### src/rtl/shared_approx_arbiter_if.sv
// rtl/shared_approx_arbiter_if.sv - requester and result handshake bundle for shared_approx_arbiter
interface shared_approx_arbiter_if #(
    parameter int N_REQ   = 4,
    parameter int MULT_DW = 4,
    parameter int A_BW    = 8,
    parameter int ID_W    = $clog2(N_REQ)
);
    logic [N_REQ-1:0]         req_valid;
    logic [N_REQ-1:0]         req_ready;
    logic [N_REQ*A_BW-1:0]    req_a;
    logic                     out_valid;
    logic                     out_ready;
    logic [ID_W-1:0]          out_id;
    logic [MULT_DW-1:0]       out_mult_a_in;
    logic                     out_a_sign;
    logic [$clog2(A_BW)-1:0]  out_a_shamt;

    modport slave (
        input  req_valid, req_a, out_ready,
        output req_ready, out_valid, out_id, out_mult_a_in, out_a_sign, out_a_shamt
    );

    modport master (
        output req_valid, req_a, out_ready,
        input  req_ready, out_valid, out_id, out_mult_a_in, out_a_sign, out_a_shamt
    );
endinterface

### src/rtl/shared_approx_arbiter.sv
// rtl/shared_approx_arbiter.sv - round-robin arbiter + 2-stage pipeline around one operand decomposition unit
// Optional per-requester grant counters enabled by defining SAU_GRANT_CNT_EN.
module shared_approx_units #(
    parameter int A_BW    = 8,
    parameter int MULT_DW = 4
) (
    input  logic [A_BW-1:0]          a,
    output logic [MULT_DW-1:0]       mult_a_in,
    output logic                     a_sign,
    output logic [$clog2(A_BW)-1:0]  a_shamt
);
    localparam int SW = $clog2(A_BW);

    logic [A_BW-1:0]      uns;
    logic [SW-1:0]        lead;
    logic [MULT_DW-3:0]   mid;

    // Magnitude wraps naturally so the most negative value becomes 2^(A_BW-1).
    always_comb begin
        uns       = a[A_BW-1] ? (~a + 1'b1) : a;
        lead      = '0;
        mid       = '0;
        mult_a_in = '0;
        a_shamt   = '0;
        a_sign    = a[A_BW-1];
        for (int i = 0; i < A_BW; i++) begin
            if (uns[i]) lead = SW'(i);
        end
        if (lead > SW'(MULT_DW-1)) begin
            a_shamt   = lead - SW'(MULT_DW-1);
            mid       = (MULT_DW-2)'(uns >> (lead - SW'(MULT_DW-2)));
            mult_a_in = {1'b1, mid, 1'b1};
        end else begin
            mult_a_in = uns[MULT_DW-1:0];
        end
    end
endmodule

module shared_approx_arbiter #(
    parameter int N_REQ   = 4,
    parameter int MULT_DW = 4,
    parameter int A_BW    = 8,
    parameter int ID_W    = $clog2(N_REQ)
) (
    input  logic                        clk,
    input  logic                        rst_n,
    input  logic                        flush,
    shared_approx_arbiter_if.slave      bus,
`ifdef SAU_GRANT_CNT_EN
    output logic [N_REQ*16-1:0]         grant_cnt,
`endif
    output logic                        busy
);
    localparam int SW = $clog2(A_BW);

    logic [ID_W-1:0]    rr_ptr;
    logic [ID_W-1:0]    g_idx;
    logic [ID_W-1:0]    cand;
    logic [ID_W-1:0]    rr_next;
    logic [N_REQ-1:0]   grant;
    logic               grant_any;
    logic               hs;

    logic               s1_valid;
    logic [A_BW-1:0]    s1_a;
    logic [ID_W-1:0]    s1_id;
    logic               s2_valid;
    logic               s1_adv_ok;
    logic               s2_adv_ok;

    logic [MULT_DW-1:0] d_mult;
    logic               d_sign;
    logic [SW-1:0]      d_shamt;

    assign s2_adv_ok = !s2_valid | bus.out_ready;
    assign s1_adv_ok = !s1_valid | s2_adv_ok;

    always_comb begin
        g_idx     = '0;
        cand      = '0;
        grant_any = 1'b0;
        for (int k = 0; k < N_REQ; k++) begin
            cand = ID_W'((int'(rr_ptr) + k) % N_REQ);
            if (!grant_any && bus.req_valid[cand]) begin
                grant_any = 1'b1;
                g_idx     = cand;
            end
        end
        grant = grant_any ? (N_REQ'(1) << g_idx) : '0;
    end

    // flush and reset both suppress acceptance so nothing enters a pipeline being cleared.
    assign bus.req_ready = grant & {N_REQ{s1_adv_ok & !flush & rst_n}};
    assign hs            = |bus.req_ready;
    assign rr_next       = (g_idx == ID_W'(N_REQ-1)) ? '0 : g_idx + 1'b1;
    assign busy          = s1_valid | s2_valid;
    assign bus.out_valid = s2_valid;

    shared_approx_units #(.A_BW(A_BW), .MULT_DW(MULT_DW)) u_units (
        .a         (s1_a),
        .mult_a_in (d_mult),
        .a_sign    (d_sign),
        .a_shamt   (d_shamt)
    );

    always_ff @(posedge clk or negedge rst_n) begin
        if (!rst_n) begin
            rr_ptr            <= '0;
            s1_valid          <= 1'b0;
            s1_a              <= '0;
            s1_id             <= '0;
            s2_valid          <= 1'b0;
            bus.out_id        <= '0;
            bus.out_mult_a_in <= '0;
            bus.out_a_sign    <= 1'b0;
            bus.out_a_shamt   <= '0;
        end else if (flush) begin
            rr_ptr   <= '0;
            s1_valid <= 1'b0;
            s2_valid <= 1'b0;
        end else begin
            if (s2_adv_ok) begin
                s2_valid <= s1_valid;
                if (s1_valid) begin
                    bus.out_id        <= s1_id;
                    bus.out_mult_a_in <= d_mult;
                    bus.out_a_sign    <= d_sign;
                    bus.out_a_shamt   <= d_shamt;
                end
            end
            if (s1_adv_ok) begin
                s1_valid <= hs;
                if (hs) begin
                    s1_a   <= bus.req_a[int'(g_idx)*A_BW +: A_BW];
                    s1_id  <= g_idx;
                    rr_ptr <= rr_next;
                end
            end
        end
    end

`ifdef SAU_GRANT_CNT_EN
    always_ff @(posedge clk or negedge rst_n) begin
        if (!rst_n) begin
            grant_cnt <= '0;
        end else if (flush) begin
            grant_cnt <= '0;
        end else begin
            for (int i = 0; i < N_REQ; i++) begin
                if (hs && g_idx == ID_W'(i) && grant_cnt[i*16 +: 16] != 16'hFFFF)
                    grant_cnt[i*16 +: 16] <= grant_cnt[i*16 +: 16] + 16'd1;
            end
        end
    end
`endif
endmodule

### src/flat_wrapper.sv
// flat-port wrapper written by rule: the top's interface ports become plain ports
module shared_approx_arbiter_flat 
#(
    parameter int N_REQ   = 4,
    parameter int MULT_DW = 4,
    parameter int A_BW    = 8,
    parameter int ID_W    = $clog2(N_REQ)
)
  (clk, rst_n, flush, busy, bus_req_valid, bus_req_a, bus_out_ready, bus_req_ready, bus_out_valid, bus_out_id, bus_out_mult_a_in, bus_out_a_sign, bus_out_a_shamt);
  shared_approx_arbiter_if #(.N_REQ(N_REQ), .MULT_DW(MULT_DW), .A_BW(A_BW), .ID_W(ID_W)) bus_i ();
  input  logic clk;
  input  logic rst_n;
  input  logic flush;
  output logic busy;
  input wire logic [$bits(bus_i.req_valid)-1:0] bus_req_valid;
  input wire logic [$bits(bus_i.req_a)-1:0] bus_req_a;
  input wire logic [$bits(bus_i.out_ready)-1:0] bus_out_ready;
  output wire logic [$bits(bus_i.req_ready)-1:0] bus_req_ready;
  output wire logic [$bits(bus_i.out_valid)-1:0] bus_out_valid;
  output wire logic [$bits(bus_i.out_id)-1:0] bus_out_id;
  output wire logic [$bits(bus_i.out_mult_a_in)-1:0] bus_out_mult_a_in;
  output wire logic [$bits(bus_i.out_a_sign)-1:0] bus_out_a_sign;
  output wire logic [$bits(bus_i.out_a_shamt)-1:0] bus_out_a_shamt;
  assign bus_i.req_valid = bus_req_valid;
  assign bus_i.req_a = bus_req_a;
  assign bus_i.out_ready = bus_out_ready;
  assign bus_req_ready = bus_i.req_ready;
  assign bus_out_valid = bus_i.out_valid;
  assign bus_out_id = bus_i.out_id;
  assign bus_out_mult_a_in = bus_i.out_mult_a_in;
  assign bus_out_a_sign = bus_i.out_a_sign;
  assign bus_out_a_shamt = bus_i.out_a_shamt;
  shared_approx_arbiter #(.N_REQ(N_REQ), .MULT_DW(MULT_DW), .A_BW(A_BW), .ID_W(ID_W)) u_core (.clk(clk), .rst_n(rst_n), .flush(flush), .bus(bus_i), .busy(busy));
endmodule
### config.mk
export PLATFORM = sky130hd
export DESIGN_NAME = shared_approx_arbiter_flat
export DESIGN_NICKNAME = d
export VERILOG_FILES = /design/src/rtl/shared_approx_arbiter_if.sv /design/src/rtl/shared_approx_arbiter.sv /design/src/flat_wrapper.sv
export SDC_FILE = /design/constraint.sdc
export NUM_CORES = 1
export LEC_CHECK = 0
export ABC_CLOCK_PERIOD_IN_PS = 5400
export CORE_MARGIN = 2
export CORE_UTILIZATION = 50
export CTS_BUF_LIST = sky130_fd_sc_hd__clkbuf_4 sky130_fd_sc_hd__clkbuf_8 sky130_fd_sc_hd__clkbuf_16
export DETAILED_ROUTE_END_ITERATION = 6
export HOLD_SLACK_MARGIN = 0.08
export PLACE_DENSITY_LB_ADDON = 0.1
export SLEW_MARGIN = 20
export SYNTH_ARGS = -nofsm -noshare
export SYNTH_HDL_FRONTEND = slang
export SYNTH_SLANG_ARGS = --single-unit
### constraint.sdc
create_clock -name clk -period 5.4 [get_ports clk]
set_input_delay 1.08 -clock clk [delete_from_list [all_inputs] [get_ports clk]]
set_output_delay 1.08 -clock clk [all_outputs]
set_load 0.01 [all_outputs]
* Yosys cells after proc, flatten, opt, wreduce, memory -nomap -nowiden *
Index checks and enable logic that the tools add are counted.

word-level totals
  input port bits = 40
  output and inout bits = 16
  word-level logic and storage cells = 84
  register bits = 24

operators by class
  add/subtract/negate cells = 7
  equality and inequality tests = 1
  shift-type cells = 3
  multiplexer cells = 35
  $lt $le $gt $ge = 5
  bitwise logic cells = 8
  reductions and logical operators = 16

operator list
  operator                                                                          number
  32-bit by 6-bit indexed part select with 8-bit output                             1
  3-bit two-way mux                                                                 7
  2-bit two-way mux                                                                 8
  1-bit two-way mux                                                                 13
  2-bit by 3-bit less-than comparator with 1-bit output (second input constant)     4
  8-bit by 1-bit adder with 8-bit output (second input constant)                    1
  1-bit binary-select mux with 2-bit select                                         4
  4-bit two-way mux                                                                 2
  8-bit two-way mux                                                                 1
  8-bit NOT                                                                         1
  8-bit by 3-bit >> shifter with 2-bit output                                       1
  1-bit zero test                                                                   6
  3-bit AND reduction                                                               2
  2-bit nonzero test                                                                3
  3-bit by 2-bit subtractor with 3-bit output (second input constant)               2
  2-bit by 1-bit adder with 2-bit output (second input constant)                    2
  2-bit adder (second input constant)                                               2
  4-bit bitwise AND                                                                 1
  4-bit OR reduction                                                                1
  1-bit by 2-bit << shifter with 4-bit output (first input constant)                1
  3-bit by 2-bit greater-than comparator with 1-bit output (second input constant)  1
  1-bit logical AND                                                                 3
  1-bit bitwise OR                                                                  3
  1-bit bitwise AND                                                                 2
  other kinds (3)                                                                   3

* Longest topological paths before layout *
Gate-level depths: netlist of run 1.

  depth in word-level cells = 19
  mapped depth = 14
  depth with buffers taken out = 14

* Hierarchy *
Synthesis of run 1 repeated with hierarchy kept, for this count alone.

unflattened totals
  cell total of the unflattened synthesis = 220
  area total of the unflattened synthesis = 2,074.5 µm²

by module, submodules not included
  module                 cells each  instances  area an instance (µm²)  seq. area each (µm²)
  shared_approx_arbiter  117         1          1,363.8                 600.6
  shared_approx_units    103         1          710.7                   0.0

* Worst setup path before layout of run 1 *
Ideal clock, no wire load.

  path type = input to output
  start = in bus_req_valid[0]
  end = out bus_req_ready[3]
  setup slack = 1.437 ns
  arrival time = 2.883 ns
  stages on the path = 8
  buffers on the path = 2
  cell sequence = nor2b_1 -> a21oi_1 -> o22ai_1 -> a21oi_1 -> clkbuf_1 -> buf_1 -> ha_1 -> and2_1

between the ends
  longest elaborated chain between the ends = 15
  elaborated cells between the ends (all ways) = 25
  those cells by class = shift: 1; mux: 17; bitwise: 1; reduce/logical: 6

RTL lines
  element                                      line                         source
  start, declared                              flat_wrapper.sv:15           input wire logic [$bits(bus_i.req_valid)-1:0] bus_req_valid;
  1-bit binary-select mux with 2-bit select    shared_approx_arbiter.sv:84  if (!grant_any && bus.req_valid[cand]) begin
  1-bit two-way mux (not written as such)      shared_approx_arbiter.sv:84
  1-bit two-way mux                            shared_approx_arbiter.sv:84
  1-bit zero test                              shared_approx_arbiter.sv:84
  1-bit logical AND                            shared_approx_arbiter.sv:84
  1-bit two-way mux                            shared_approx_arbiter.sv:84
  1-bit zero test                              shared_approx_arbiter.sv:84
  1-bit logical AND                            shared_approx_arbiter.sv:84
  1-bit two-way mux                            shared_approx_arbiter.sv:84
  1-bit zero test                              shared_approx_arbiter.sv:84
  1-bit logical AND                            shared_approx_arbiter.sv:84
  2-bit two-way mux                            shared_approx_arbiter.sv:84
  1-bit by 2-bit << shifter with 4-bit output  shared_approx_arbiter.sv:89  grant = grant_any ? (N_REQ'(1) << g_idx) : '0;
  4-bit two-way mux (*)                        shared_approx_arbiter.sv:89
  4-bit bitwise AND (*)                        shared_approx_arbiter.sv:93  assign bus.req_ready = grant & {N_REQ{s1_adv_ok & !flush & rst_n}};
  end, declared                                flat_wrapper.sv:18           output wire logic [$bits(bus_i.req_ready)-1:0] bus_req_ready;

Mark *: on every way between the ends. The rest lies on a longest branch, timed or not. The select of a mux whose other input is x is not followed.

* Worst setup path after layout of run 1 *
  start = in bus_req_valid[3]
  end = out bus_req_ready[1]

Same word-level chain as after synthesis.

==> impl_metrics.yaml, run 1 <==
timing:
  setup_violations: 0
  tightestPinTransition_ns: 0.594
  fin_crit_ns: 4.44
  setup_tns_ns: 0
  report.final.slew_viol_count: 0
  timing.final.crit_share: 0.823
  hold_violations: 0
  grt_setup_unrepaired: "no"
  fmax_ghz: 0.225
  fin_skew_ns: 0.00801
  fin_ws_ns: 0.956
  slew_headroom: 0.600
place:
  hpwl_mm: 3.13
  place_inst: 293
  dp_slack_ns: 0.961
  place.gp.congestion: 0.822
  port-buffer-count: 55
synthesis:
  ys_seq_area_frac: 0.343
  syn-cell-area_mm2: 0.00175
  synth_edf_count: 0
  synth_top_cell_area_share: 0.343
  yosysWarnings: 0
  synth_cells: 196
  avgSynthCellArea_um2: 8.94
  syn_nets: 242
  synth-seq-cells: 24
  async_flop_share: 1.00
  yosysTopAreaCell: "dfrtp_1"
  synth.area.top_cells: "dfrtp_1 (34%), mux2i_1 (6.9%), nand2_1 (5.4%)"
  ys_dominant_reg_cell: "dfrtp_1"
  ys_types: 51
critical_path:
  crit-reg2reg-capture: "u_core.bus.out_mult_a_in[1]$_DFFE_PN0P_"
  r2r_slack_ns: 1.86
  crit_path_max_fanout: 21
  reg2reg_depth: 14
  crit_type: "in2out"
  arrival_ns: 3.36
  crit_path_end: "bus_req_ready[1]"
  r2r-start: "u_core.s1_a[0]$_DFFE_PN0P_"
  cp-end-kind: "output pin"
  critPathRequiredTime_ns: 4.32
  start_kind: "primary input"
  startpoint: "bus_req_valid[3]"
grt:
  grt_max_degree: 26
  grt_pass1_vias: 1603
  grt_pass1_wl_mm: 6.84
  grtUsageTotal: 0.210
  antenna_found_initial: 0
  grt.overflow.total: 0
clocking:
  cts_tree: "done"
  cts_buffers: 3
  root_buffer: "clkbuf_4"
  clk_latency_ns: 0.31
  cts_setup_buffers: 0
  htreeDepth: 1
  cts_buffer_depth: 2
  ctsHoldBuffers: 0
  clk_pin_slew_worst_paths_ns: 0.13
  ctsResizeCount: 0
  cts_num_sinks: 24
power_and_ir_drop:
  seqPwrFrac: 0.259
  p_per_area_mw_per_mm2: 558
  vdd_drop_max_mv: 0.314
  intPower_w: 0.000754
  p_clk_frac: 0.095
  p_leak_nw: 1.00
  power.switching_w: 0.000591
  p_sw_frac: 0.439
  p_comb_frac: 0.646
drt:
  routed_wl_mm: 3.86
  drt_iter0_markers: 91
  ant_nets: 0
  first_pass_iters: 4
  vias_per_cell: 5.41
  vias: 1607
  drc: 0
  avgRoutedWirePerCell_um: 13.0
floorplan:
  die_area_mm2: 0.00400
  die_x_um: 63.2
  initial_core_util: 0.521
  row_count: 21
  die_y_um: 63.2
  core_area_mm2: 0.00336
  io_pins: 56
finish:
  antennaDiodeCount: 0
  area_delta_synth_final_pct: 37.5
  drive_gt1_frac: 0.116
  nNetsFinal: 298
  stdcell_count: 297
run:
  cap_violations: 0
worst_hold_path:
  hold_class: "reg2reg"
run_status:
  status: "completed"
cell usage after synthesis (2+ instances only):
cell	count
and2_1	2
a22o_1	2
xor2_1	2
o22ai_1	2
xnor2_1	3
nor2_1	14
inv_1	10
mux2_2	7
a21oi_1	15
a31oi_1	3
clkbuf_1	4
o21a_1	2
mux2i_1	12
dfrtp_1	24
nor2b_1	9
o31ai_1	2
and3_1	2
nand2b_1	2
nand2_1	25
nor3_1	2
ha_1	6
buf_2	2
nand3_1	3
a211oi_1	6
nor3b_1	2
o21ai_0	8
flip-flops by register name (all words and copies together), names as in the netlist:
register                  flops
u_core.s1_valid               1
u_core.rr_ptr                 2
u_core.s1_a                   8
u_core.bus.out_a_shamt        3
u_core.bus.out_a_sign         1
u_core.bus.out_valid          1
u_core.bus.out_id             2
u_core.bus.out_mult_a_in      4
u_core.s1_id                  2
logic make-up (layout without fill, tap and decap cells):
| group | count (synthesis) | in the layout | share of synthesized area |
|---|---|---|---|
| simple gates | 69 | 69 | 0.201 |
| xor+xnor | 6 | 6 | 0.0343 |
| flops | 24 | 24 | 0.343 |
| mux | 19 | 19 | 0.113 |
| compound gates | 53 | 53 | 0.219 |
| fa+ha+maj | 6 | 6 | 0.0428 |
| buf+inv | 19 | 74 | 0.0471 |
worst min-delay path by stage:
stage | startpoint | to | cells past startpoint
2_1_floorplan | u_core.s1_id[1]$_DFFE_PN0P_ | u_core.bus.out_id[1]$_DFFE_PN0P_ | 2
3_3_place_gp | u_core.s1_id[0]$_DFFE_PN0P_ | u_core.bus.out_id[0]$_DFFE_PN0P_ | 2
3_5_place_dp | u_core.bus.out_id[1]$_DFFE_PN0P_ | u_core.bus.out_id[1]$_DFFE_PN0P_ | 2
4_1_cts | u_core.s1_id[1]$_DFFE_PN0P_ | u_core.bus.out_id[1]$_DFFE_PN0P_ | 2
5_1_grt | u_core.bus.out_id[1]$_DFFE_PN0P_ | u_core.bus.out_id[1]$_DFFE_PN0P_ | 2
6_report | u_core.s1_id[1]$_DFFE_PN0P_ | u_core.bus.out_id[1]$_DFFE_PN0P_ | 2
layout by cell type (no fill, tap or decap), drive strengths merged, types with 4 or more instances in the layout:
| cell type | instances |
|---|---|
| nor2 | 14 |
| dfrtp | 24 |
| mux2i | 12 |
| nor2b | 9 |
| ha | 6 |
| nand2 | 25 |
| inv | 10 |
| mux2 | 7 |
| buf | 4 |
| o21ai | 10 |
| clkdlybuf4s50 | 55 |
| a21oi | 15 |
| a211oi | 7 |
| a31oi | 4 |
final cells by class:
cell class | count | area [um2]
Clock inverter | 1 | 30.0
Inverter | 11 | 46.3
Multi-Input combinational cell | 153 | 1070
Fill cell | 283 | 952
Clock buffer | 3 | 22.5
Sequential cell | 24 | 601
Timing Repair Buffer | 59 | 581
Tap cell | 46 | 57.6
per-stage QoR:
step / area [um2] / power, W / hold WS [ns] / util
after floorplan: 1750 / 0.000976 / 0.435 / -
after global placement: 2360 / 0.00120 / 0.457 / 0.701
after detailed placement: 2360 / 0.00122 / 0.461 / 0.701
after CTS: 2410 / 0.00135 / 0.491 / 0.717
after global routing: 2410 / 0.00148 / 0.525 / 0.717
final: 2410 / 0.00134 / 0.486 / 0.717
layer usage:
layer | share of wire | routed length, um | track usage | vias up
met2 | 0.49 | 1910 | 0.374 | 56
met5 | 0 | 0 | 0 | -
li1 | - | - | - | 815
met4 | 0.0065 | 25 | 0.0353 | 0
met1 | 0.43 | 1670 | 0.261 | 732
met3 | 0.066 | 256 | 0.0518 | 4
power by group through the flow:
stage / Combinational (W) / Sequential, W / Clock (W)
final: 0.000868 / 0.000348 / 0.000128
after global routing: 0.000974 / 0.000365 / 0.000137
after CTS: 0.000871 / 0.000349 / 0.000129
after detailed placement: 0.000868 / 0.000354 / 0
after global placement: 0.000851 / 0.000352 / 0
after floorplan: 0.000653 / 0.000324 / 0
critical path, stage by stage:
cell and delay [ns]:
clkdlybuf4s50_1 0.52, inv_1 0.08, a22o_1 0.24, a21oi_2 0.28, buf_4 0.33, ha_1 0.17
and2_1 0.13, clkdlybuf4s50_1 0.54
No activity file was read; power rests on OpenSTA's default activity.
==> inputs of run 2 (changes only) <==
Settings changed: ABC_CLOCK_PERIOD_IN_PS 5400 to 4200, CORE_UTILIZATION 50 to 46.
Clock period 5.4 ns to 4.2 ns, I/O delays scaled along.
==> run 2 against run 1 <==
Die area rose by 8.1%. Largest cell class unchanged. Cell area rose by 0.78%. Non-clock buffer count fell by 1. Critical path type unchanged. Flip-flop and latch count did not move. Global-route usage fell by 1.1 points. Core utilization fell by 5.3 points.
==> impl_metrics.yaml, run 2 (synthesis gave the netlist of run 1 again) <==
run_status:
  status: "completed"
power_and_ir_drop:
  vdd_drop_max_mv: 0.388
  p_per_area_mw_per_mm2: 724
  p_total_w: 0.00176
  p_leak_nw: 1.01
place:
  hpwl_mm: 3.19
  port-buffer-count: 55
  place_inst: 294
  place.gp.congestion: 0.853
clocking:
  ctsHoldBuffers: 0
  root_buffer: "clkbuf_8"
  cts_buffer_depth: 2
  clk_pin_slew_worst_paths_ns: 0.09
  cts_num_sinks: 24
  htreeDepth: 1
  clk_latency_ns: 0.26
  cts_tree: "done"
  cts_buffers: 3
  ctsResizeCount: 0
  cts_setup_buffers: 0
finish:
  drive_gt1_frac: 0.116
  stdcell_count: 298
  top_regs: "u_core.s1_a (8), u_core.bus.out_mult_a_in (4), u_core.bus.out_a_shamt (3)"
  top_register: "u_core.s1_a"
  final_cell_mix: "clkdlybuf4s50_1 (55), nand2_1 (25), dfrtp_1 (24), nor2_1 (14), a21oi_1 (14)"
  largest_reg_flops: 8
  nNetsFinal: 297
  area_delta_synth_final_pct: 38.6
  layout_commonest_cell: "clkdlybuf4s50_1"
  final_core_util: 0.664
  antennaDiodeCount: 0
floorplan:
  die_x_um: 65.7
  die_area_mm2: 0.00432
  row_count: 22
  io_pins: 56
  initial_core_util: 0.479
  core_area_mm2: 0.00366
  die_y_um: 65.7
drt:
  vias_per_cell: 5.26
  drc: 0
  drt_iter0_markers: 46
  vias: 1568
  ant_nets: 0
  first_pass_iters: 4
  avgRoutedWirePerCell_um: 13.3
  routed_wl_mm: 3.96
critical_path:
  critPathRequiredTime_ns: 3.36
  cp_top_family: "buffers and inverters"
  r2r_slack_ns: 0.69
  crit_path_max_fanout: 5
  crit_type: "in2out"
  cpMostUsedCell: "clkdlybuf4s50_1"
  critPathBufInv: 3
  crit_slowest_cell: "clkdlybuf4s50_1"
  start_kind: "primary input"
  path_cells: "clkdlybuf4s50_1 > nor2b_1 > nor2_1 > o21ai_1 > inv_1 > ha_1 > and2_1 > clkdlybuf4s50_1"
  cpPeakStageDelay_ns: 0.52
  arrival_ns: 2.81
  cp-end-kind: "output pin"
grt:
  antenna_found_initial: 0
  grt_pass1_vias: 1494
  grt.overflow.total: 0
  grt_pass1_wl_mm: 6.77
  grtUsageTotal: 0.199
  grt_max_degree: 25
run:
  cap_violations: 0
timing:
  holdWs_ns: 0.478
  grt_setup_unrepaired: "no"
  hold_violations: 0
  report.final.slew_viol_count: 0
  timing.final.crit_share: 0.870
  fmax_ghz: 0.274
  slew_headroom: 0.612
  tightestPinTransition_ns: 0.576
  fin_skew_ns: 0.00493
  setup_violations: 0
  fin_crit_ns: 3.65
  setup_tns_ns: 0
worst_hold_path:
  hold_class: "reg2reg"
## run 2: area by class of cell
cell class	count	area, um2
clock buffer	3	41.3
clock inverter	1	30.0
fill	326	1230
inverter	11	46.3
multi-input combinational	153	1080
sequential	24	601
tap	48	60.1
timing repair buffer	58	573
## run 2: metrics by stage
stage,instance area (um2),setup WS [ns]
6_report,2430,0.546
5_1_grt,2430,0.391
4_1_cts,2420,0.550
3_5_place_dp,2350,0.565
3_3_place_gp,2350,0.626
2_1_floorplan,1750,0.553
## run 2: power breakdown
part	internal [W]	switching [W]
Clock	0.000127	0.0000723
Sequential	0.000332	0.000120
Combinational	0.000538	0.000568
## run 2: layer usage
metal | vias up | share of wire | GRT usage
li1 | 811 | - | -
met1 | 718 | 0.45 | 0.249
met2 | 35 | 0.50 | 0.359
met3 | 4 | 0.032 | 0.0325
met4 | 0 | 0.0078 | 0.0391
met5 | - | 0 | 0
## run 2: path summary, 6_finish.rpt
check,cells after the start,to,start
min reg2reg,2,u_core.bus.out_a_shamt[0]$_DFFE_PN0P_,u_core.bus.out_a_shamt[0]$_DFFE_PN0P_
max,8,bus_req_ready[3],bus_req_valid[0]
max in group asynchronous,2,u_core.s1_a[5]$_DFFE_PN0P_,rst_n
min,2,u_core.bus.out_a_shamt[0]$_DFFE_PN0P_,u_core.bus.out_a_shamt[0]$_DFFE_PN0P_
min in group asynchronous,2,u_core.bus.out_valid$_DFFE_PN0P_,rst_n
max reg2reg,14,u_core.bus.out_mult_a_in[1]$_DFFE_PN0P_,u_core.s1_a[0]$_DFFE_PN0P_
## run 2: worst min-delay path, stage by stage (launching register included)
cell and delay [ns]:
dfrtp_1 0.35, nand2_1 0.05, o31ai_1 0.05
==> inputs of run 3 (changes only) <==
==> constraint.sdc (replaced) <==
create_clock -name clk -period 4.2 [get_ports clk]
set_input_delay 0.63 -clock clk [delete_from_list [all_inputs] [get_ports clk]]
set_output_delay 0.63 -clock clk [all_outputs]
set_load 0.01 [all_outputs]
==> run 3 against run 2 <==
Clock-buffer cell count rose by 1. Non-clock buffer count did not move. Flip-flop and latch count did not move. Routed wire length fell by 2.5%. Critical endpoint is now u_core.bus.out_mult_a_in[1]$_DFFE_PN0P_. Worst setup slack improved by 0.16 ns. Highest routed layer unchanged. Maximum frequency rose by 4.5%. Sequential share of layout area rose by 0.17 points. Global-route usage fell by 0.051 points.
==> impl_metrics.yaml, run 3 (synthesis gave the netlist of run 1 again) <==
timing:
  timing.final.crit_share: 0.832
  setup_violations: 0
  fin_skew_ns: 0.00721
  fmax_ghz: 0.286
  fin_ws_ns: 0.704
  slew_headroom: 0.611
  fin_crit_ns: 3.50
  grt_setup_unrepaired: "no"
  tightestPinTransition_ns: 0.578
  hold_violations: 0
  setup_tns_ns: 0
  report.final.slew_viol_count: 0
drt:
  drc: 0
  vias_per_cell: 5.43
  routed_wl_mm: 3.86
  avgRoutedWirePerCell_um: 12.9
  ant_nets: 0
  vias: 1618
  drt_iter0_markers: 63
  first_pass_iters: 6
clocking:
  ctsResizeCount: 0
  root_buffer: "clkbuf_8"
  clk_latency_ns: 0.27
  ctsHoldBuffers: 0
  cts_num_sinks: 24
  cts_buffers: 3
  htreeDepth: 1
  cts_setup_buffers: 0
  clk_pin_slew_worst_paths_ns: 0.09
  cts_buffer_depth: 2
  cts_tree: "done"
critical_path:
  crit_slowest_cell: "or4b_1"
  crit_type: "reg2reg"
  start_kind: "flip-flop"
  r2r-start: "u_core.s1_a[0]$_DFFE_PN0P_"
  cpPeakStageDelay_ns: 0.54
  startpoint: "u_core.s1_a[0]$_DFFE_PN0P_"
  critPathRequiredTime_ns: 4.37
  path_cells: "inv_1 > ha_1 > or3b_4 > o31ai_4 > xnor2_1 > o31a_2 > or2_4 > clkinv_4 > ha_1 > ha_1 > nor2_1 > a31oi_4 > or4b_1 > a22o_1"
  arrival_ns: 3.66
  crit_path_max_fanout: 7
  cpMostUsedCell: "ha_1"
  cp-end-kind: "flip-flop"
worst_hold_path:
  hold_class: "reg2reg"
  hold_start: "u_core.bus.out_id[0]$_DFFE_PN0P_"
finish:
  top_register: "u_core.s1_a"
  layout_commonest_cell: "clkdlybuf4s50_1"
  final_cell_mix: "clkdlybuf4s50_1 (55), nand2_1 (25), dfrtp_1 (24), nor2_1 (14), a21oi_1 (14)"
  antennaDiodeCount: 0
  area_delta_synth_final_pct: 37.7
  largest_reg_flops: 8
  nNetsFinal: 297
  drive_gt1_frac: 0.116
  top_regs: "u_core.s1_a (8), u_core.bus.out_mult_a_in (4), u_core.bus.out_a_shamt (3)"
floorplan:
  die_x_um: 65.7
  core_area_mm2: 0.00366
  row_count: 22
  io_pins: 56
  die_area_mm2: 0.00432
  die_y_um: 65.7
  initial_core_util: 0.479
grt:
  grt_pass1_vias: 1519
  grtUsageTotal: 0.198
  grt.overflow.total: 0
  antenna_found_initial: 0
  grt_pass1_wl_mm: 6.76
  grt_max_degree: 26
power_and_ir_drop:
  p_leak_nw: 0.999
  vdd_drop_max_mv: 0.331
  p_total_w: 0.00174
  p_per_area_mw_per_mm2: 719
place:
  dp_slack_ns: 0.726
  port-buffer-count: 55
  place.gp.congestion: 0.888
  hpwl_mm: 3.10
run:
  cap_violations: 0
run_status:
  status: "completed"
==> run 3: cell count changes in the layout (fill, tap and decap cells not counted) <==
| cell | previous run | this run |
|---|---|---|
| bufinv_16 | 1 | 0 |
| clkbuf_8 | 3 | 4 |
==> run 3: final timing paths <==
kind | to | cells after the start | slack [ns]
setup reg to reg | u_core.bus.out_mult_a_in[1]$_DFFE_PN0P_ | 14 | 0.70
setup / recovery | u_core.bus.out_mult_a_in[1]$_DFFE_PN0P_ | 14 | 0.70
min in group asynchronous | u_core.s1_valid$_DFFE_PN0P_ | 2 | 0.72
hold reg to reg | u_core.bus.out_id[0]$_DFFE_PN0P_ | 2 | 0.48
max in group asynchronous | u_core.bus.out_id[0]$_DFFE_PN0P_ | 2 | 3.25
hold / removal | u_core.bus.out_id[0]$_DFFE_PN0P_ | 2 | 0.48
==> run 3: stage by stage <==
| stage | std cells | hold slack, ns | area, um2 | util |
|---|---|---|---|---|
| 2_1_floorplan | 196 | 0.334 | 1750 | - |
| 3_3_place_gp | 294 | 0.460 | 2350 | 0.643 |
| 3_5_place_dp | 294 | 0.464 | 2350 | 0.643 |
| 4_1_cts | 298 | 0.487 | 2410 | 0.658 |
| 5_1_grt | 298 | 0.504 | 2410 | 0.659 |
| 6_report | 298 | 0.478 | 2410 | 0.659 |
==> run 3: layout make-up <==
cell class / instances / area (um2)
timing repair buffer: 58 / 573
sequential: 24 / 601
tap: 48 / 60.1
inverter: 11 / 46.3
clock buffer: 4 / 55.1
fill: 310 / 1250
multi-input combinational: 153 / 1080
==> run 3: worst max-delay path: cells and delay by family (launching register included) <==
family | cells | cell delay (ns)
XOR/XNOR | 1 | 0.25
AO/OA/AOI/OAI | 4 | 0.72
flip-flops | 1 | 0.42
AND/OR/NAND/NOR | 4 | 1.27
adder cells (fa/ha/maj) | 3 | 0.54
buffers and inverters | 2 | 0.17
==> run 3: metal layers <==
| metal | GRT usage | wire length, um | vias up | part of all wire |
|---|---|---|---|---|
| li1 | - | - | 815 | - |
| met1 | 0.251 | 1720 | 745 | 0.45 |
| met2 | 0.352 | 1970 | 52 | 0.51 |
| met3 | 0.0257 | 142 | 6 | 0.037 |
| met4 | 0.0547 | 27 | 0 | 0.0070 |
| met5 | 0 | 0 | - | 0 |
==> run 3: power breakdown <==
group | internal (W) | leakage, nW | total [W] | switching (W)
combinational | 0.000541 | 0.680 | 0.00113 | 0.000584
clock | 0.0000838 | 0.0288 | 0.000160 | 0.0000760
sequential | 0.000332 | 0.290 | 0.000450 | 0.000118
